## config.mk

```make
export PLATFORM = sky130hd
export DESIGN_NAME = piso_tx_arbiter
export DESIGN_NICKNAME = d
export VERILOG_FILES = /design/src/rtl/piso_tx_arbiter.sv
export SDC_FILE = /design/constraint.sdc
export NUM_CORES = 1
export LEC_CHECK = 0
export BUFFER_PORTS_ARGS = -buffer_cell sky130_fd_sc_hd__buf_2
export CAP_MARGIN = 20
export CORE_AREA = 2 2 44 46
export CTS_BUF_LIST = sky130_fd_sc_hd__clkbuf_2 sky130_fd_sc_hd__clkbuf_4 sky130_fd_sc_hd__clkbuf_8
export DETAILED_ROUTE_END_ITERATION = 8
export DIE_AREA = 0 0 46 48
export PLACE_DENSITY = 0.57
export SLEW_MARGIN = 20
export SYNTH_ARGS = -nofsm -noshare
export SYNTH_HDL_FRONTEND = slang
export SYNTH_SLANG_ARGS = --single-unit
```

## constraint.sdc

```tcl
create_clock -name clk -period 1.5 [get_ports clk]
set_clock_uncertainty 0.1 [all_clocks]
set_input_delay 0.075 -clock clk [delete_from_list [all_inputs] [get_ports clk]]
set_output_delay 0.075 -clock clk [all_outputs]
set_load 0.02 [all_outputs]
```

## src/rtl/piso_tx_arbiter.sv

```systemverilog
// Two-requester round-robin scheduler feeding a MSB-first parallel-in/serial-out shifter.
// Emits framing strobes alongside each serial bit.
module piso_tx_arbiter #(
    parameter int WIDTH = 4
) (
    input  logic             clk,
    input  logic             rst,
    input  logic             req0,
    input  logic [WIDTH-1:0] pi0,
    input  logic             req1,
    input  logic [WIDTH-1:0] pi1,
    output logic             gnt0,
    output logic             gnt1,
    output logic             so,
    output logic             so_valid,
    output logic             so_first,
    output logic             so_last,
    output logic             busy,
    output logic             owner
);
    localparam int CW = (WIDTH > 1) ? $clog2(WIDTH) : 1;
    localparam logic [CW-1:0] LAST = CW'(WIDTH - 1);

    typedef enum logic {IDLE = 1'b0, SHIFT = 1'b1} state_t;

    state_t           state_reg;
    logic [WIDTH-1:0] shreg_reg;
    logic [CW-1:0]    cnt_reg;
    logic             pref_reg;
    logic             owner_reg;
    logic             gnt0_reg;
    logic             gnt1_reg;

    logic             at_last;
    logic             load_opp;
    logic             any_req;
    logic             win1;
    logic [WIDTH-1:0] load_word;
    logic [WIDTH-1:0] shift_word;

    assign at_last  = (state_reg == SHIFT) && (cnt_reg == LAST);
    assign load_opp = (state_reg == IDLE) || at_last;
    assign any_req  = req0 | req1;
    // Requester 1 wins when it is alone, or when both ask and the pointer favours it.
    assign win1     = req1 & (~req0 | pref_reg);

    genvar gi;
    generate
        for (gi = 0; gi < WIDTH; gi++) begin : g_bits
            assign load_word[gi] = win1 ? pi1[gi] : pi0[gi];
            if (gi == 0) begin : g_lsb
                assign shift_word[gi] = 1'b0;
            end else begin : g_upper
                assign shift_word[gi] = shreg_reg[gi-1];
            end
        end
    endgenerate

    always_ff @(posedge clk or posedge rst) begin
        if (rst) begin
            state_reg <= IDLE;
            shreg_reg <= '0;
            cnt_reg   <= '0;
            pref_reg  <= 1'b0;
            owner_reg <= 1'b0;
            gnt0_reg  <= 1'b0;
            gnt1_reg  <= 1'b0;
        end else begin
            gnt0_reg <= 1'b0;
            gnt1_reg <= 1'b0;
            if (load_opp && any_req) begin
                state_reg <= SHIFT;
                shreg_reg <= load_word;
                cnt_reg   <= '0;
                owner_reg <= win1;
                pref_reg  <= ~win1;
                gnt0_reg  <= ~win1;
                gnt1_reg  <= win1;
            end else if (state_reg == SHIFT) begin
                shreg_reg <= shift_word;
                if (at_last) begin
                    state_reg <= IDLE;
                    cnt_reg   <= '0;
                    owner_reg <= 1'b0;
                end else begin
                    cnt_reg <= cnt_reg + 1'b1;
                end
            end
        end
    end

    assign busy     = (state_reg == SHIFT);
    assign so       = shreg_reg[WIDTH-1] & busy;
    assign so_valid = busy;
    assign so_first = busy & (cnt_reg == '0);
    assign so_last  = busy & (cnt_reg == LAST);
    assign owner    = owner_reg;
    assign gnt0     = gnt0_reg;
    assign gnt1     = gnt1_reg;
endmodule

```

==> flow_summary.yaml <==
place:
  dp_slack_ns: 0.106
  placed_cells: 99
  place.gp.congestion: 0.753
  placed_cell_area_um2: 703
  dp_hpwl_um: 987
  place.port_buffers: 19
logic_synthesis:
  synth_mux_area_share_pct: 1.71
  ys_types: 23
  synth_top_area_share_pct: 47.1
  avgSynthCellArea_um2: 9.42
  syn-num-nets: 76
  synth_top_family_by_area: "simple AND/OR/NAND/NOR gates"
  ys_top_cells_by_area: "dfrtp_1 (47%), nand4_1 (8.6%), a31oi_1 (4.3%), ha_1 (4.3%), buf_6 (3.9%)"
  yosysSeqAreaShare_pct: 47.1
  synth_compound_area_share_pct: 13.7
  synth-xor-area-share_pct: 0
  yosys.area_share.adder_pct: 4.28
  yosys.area.top_type: "dfrtp_1"
  ys_seq_elements: 11
  synth_warnings: 0
  synthSimpleGateAreaFrac_pct: 24.0
  synth_area_um2: 584
  synth_cells: 62
power_and_ir_drop:
  p_total_mw: 1.40
  power_density_nw_per_um2: 1660
  ir_drop_uv: 701
  leakage_nw: 0.439
critical_path:
  max_stage_delay_ns: 0.41
  start_kind: "flop"
  critical_path.cell_chain: "ha_1 -> nand2b_1 -> buf_4 -> nand4_1 -> a31oi_1"
  path_delay_family: "flip-flops"
  cp.depth: 5
  critical_path_class: "reg2reg"
  worstPathMaxFanout: 7
  cp_slowest_cell: "dfrtp_1"
  path_buf_inv: 1
  cp-end-kind: "flop"
  arrival_ns: 1.47
  r2r_cells: 5
  critPathRequiredTime_ns: 1.56
sta:
  setup_viol: 0
  fin_ws_ns: 0.0865
  fmax_mhz: 707
  holdWs_ns: 0.234
  hold_viol: 0
  fin_tns_setup_ns: 0
  tightest_slew_ns: 0.432
  fin_crit_ns: 1.41
  drv_slew: 0
  slew_headroom_pct: 71.2
  post-route-period-util_pct: 94.2
  rsz0062_at_grt: "no"
hold_path:
  hold_class: "in2async"
run_status:
  status: "finished clean"
grt:
  grt_pass1_vias: 541
  grt_max_degree: 12
  grt_pass1_wl_mm: 2.19
  grt_overflow: 0
  track_usage_pct: 14.5
  antenna_found_initial: 0
layout:
  area_delta_synth_final_pct: 45.2
  drive_gt1_share_pct: 32.0
  n_antenna_cell: 0
  final_cell_count_no_fill: 114
  num-fill-cells: 175
  final_cell_mix: "buf_2 (19), dfrtp_1 (11), dlygate4sd3_1 (11), nand4_1 (8)"
  layout_commonest_cell: "buf_2"
  layout.nets: 112
  largest_reg_flops: 4
  design_area_um2: 848
  fin_util_pct: 50.2
drt:
  routed_wl_mm: 1.39
  drcViolationCount: 0
  drtIter0Drc: 12
  first_pass_iters: 4
  wl_per_cell_um: 12.2
  routed_via_density: 5.11
  ant_nets: 0
  vias: 583
floorplan:
  start_util_pct: 34.6
  fp.coreArea_um2: 1690
  row_count: 15
  die_w_um: 46
  die_h_um: 48
  die-area_um2: 2210
  ios: 20
clock_tree:
  cts-buffers-inserted: 3
  clk_pin_slew_ns: 0.08
  clockBufferDepth: 2
  htreeDepth: 1
  cts_tree: "yes"
  cts_root_buffer: "clkbuf_4"
  cts_sinks: 11
  clk_latency_ns: 0.27
flow_run:
  max-cap-violations: 0
-- synthesized netlist by cell type --
| master | count |
|---|---|
| buf_2 | 1 |
| buf_6 | 2 |
| a22o_1 | 1 |
| nand2_2 | 1 |
| or3_1 | 1 |
| mux2i_1 | 1 |
| a21o_1 | 1 |
| a31oi_1 | 4 |
| o21ai_1 | 1 |
| o21ai_0 | 2 |
| nor2b_1 | 1 |
| buf_4 | 1 |
| nand2_1 | 4 |
| o22ai_1 | 3 |
| dfrtp_1 | 11 |
| inv_1 | 5 |
| nor2_1 | 5 |
| nand2b_1 | 2 |
| nand4_1 | 8 |
| and3_1 | 1 |
| ha_1 | 2 |
| and2_1 | 3 |
| a21oi_1 | 1 |
-- layer usage --
layer | track usage, % | part of all wire (%) | up-vias | routed length [um]
li1 | - | - | 290 | -
met1 | 18.0 | 48 | 272 | 661
met2 | 23.9 | 47 | 19 | 647
met3 | 2.26 | 5.3 | 2 | 73
met4 | 8.57 | 0.65 | 0 | 9
met5 | 0 | 0 | - | 0
-- cell families (layout without fill, tap and decap cells) --
logic type | Yosys count | after routing
buf+inv | 9 | 44
flops | 11 | 11
simple gates | 26 | 26
mux | 1 | 1
compound gates | 13 | 13
fa+ha+maj | 2 | 2
-- cell type report --
type	instances	area, um^2	area share [%]
sequential	11	275	32.4
timing repair buffer	35	243	28.6
inverter	5	18.8	2.21
clock inverter	1	5.00	0.590
tap	17	21.3	2.51
multi-input combinational	42	263	31.0
clock buffer	3	22.5	2.65
-- worst reg2reg max path, cell delays in order (launching register included) --
cell,delay [ns]
dfrtp_1,0.41
ha_1,0.24
nand2b_1,0.19
buf_4,0.17
nand4_1,0.10
a31oi_1,0.08
-- final timing paths --
| kind | startpoint | endpoint | slack [ns] |
|---|---|---|---|
| hold / removal | rst | gnt1 | 0.23 |
| hold reg to reg | owner | owner | 0.38 |
| setup reg to reg | cnt_reg[0] | shreg_reg[2] | 0.09 |
| min in group clk | owner | owner | 0.38 |
| setup / recovery | cnt_reg[0] | shreg_reg[2] | 0.09 |
| max in group asynchronous | rst | shreg_reg[2] | 0.77 |
-- what timing repair did --
item / 4_1_cts / 5_1_grt
endpoints found under the setup margin: 0 / 3
gates resized for setup: 0 / 2
hold buffers: 11 / 0
hold endpoints to repair: 16 / 0
setup buffers: 0 / 0
-- report_power, final --
part	switching [mW]	internal, mW
clock	0.113	0.0988
combinational	0.374	0.340
sequential	0.0685	0.409
total	0.556	0.848
Note: power is estimated with default switching activity, not from simulation.
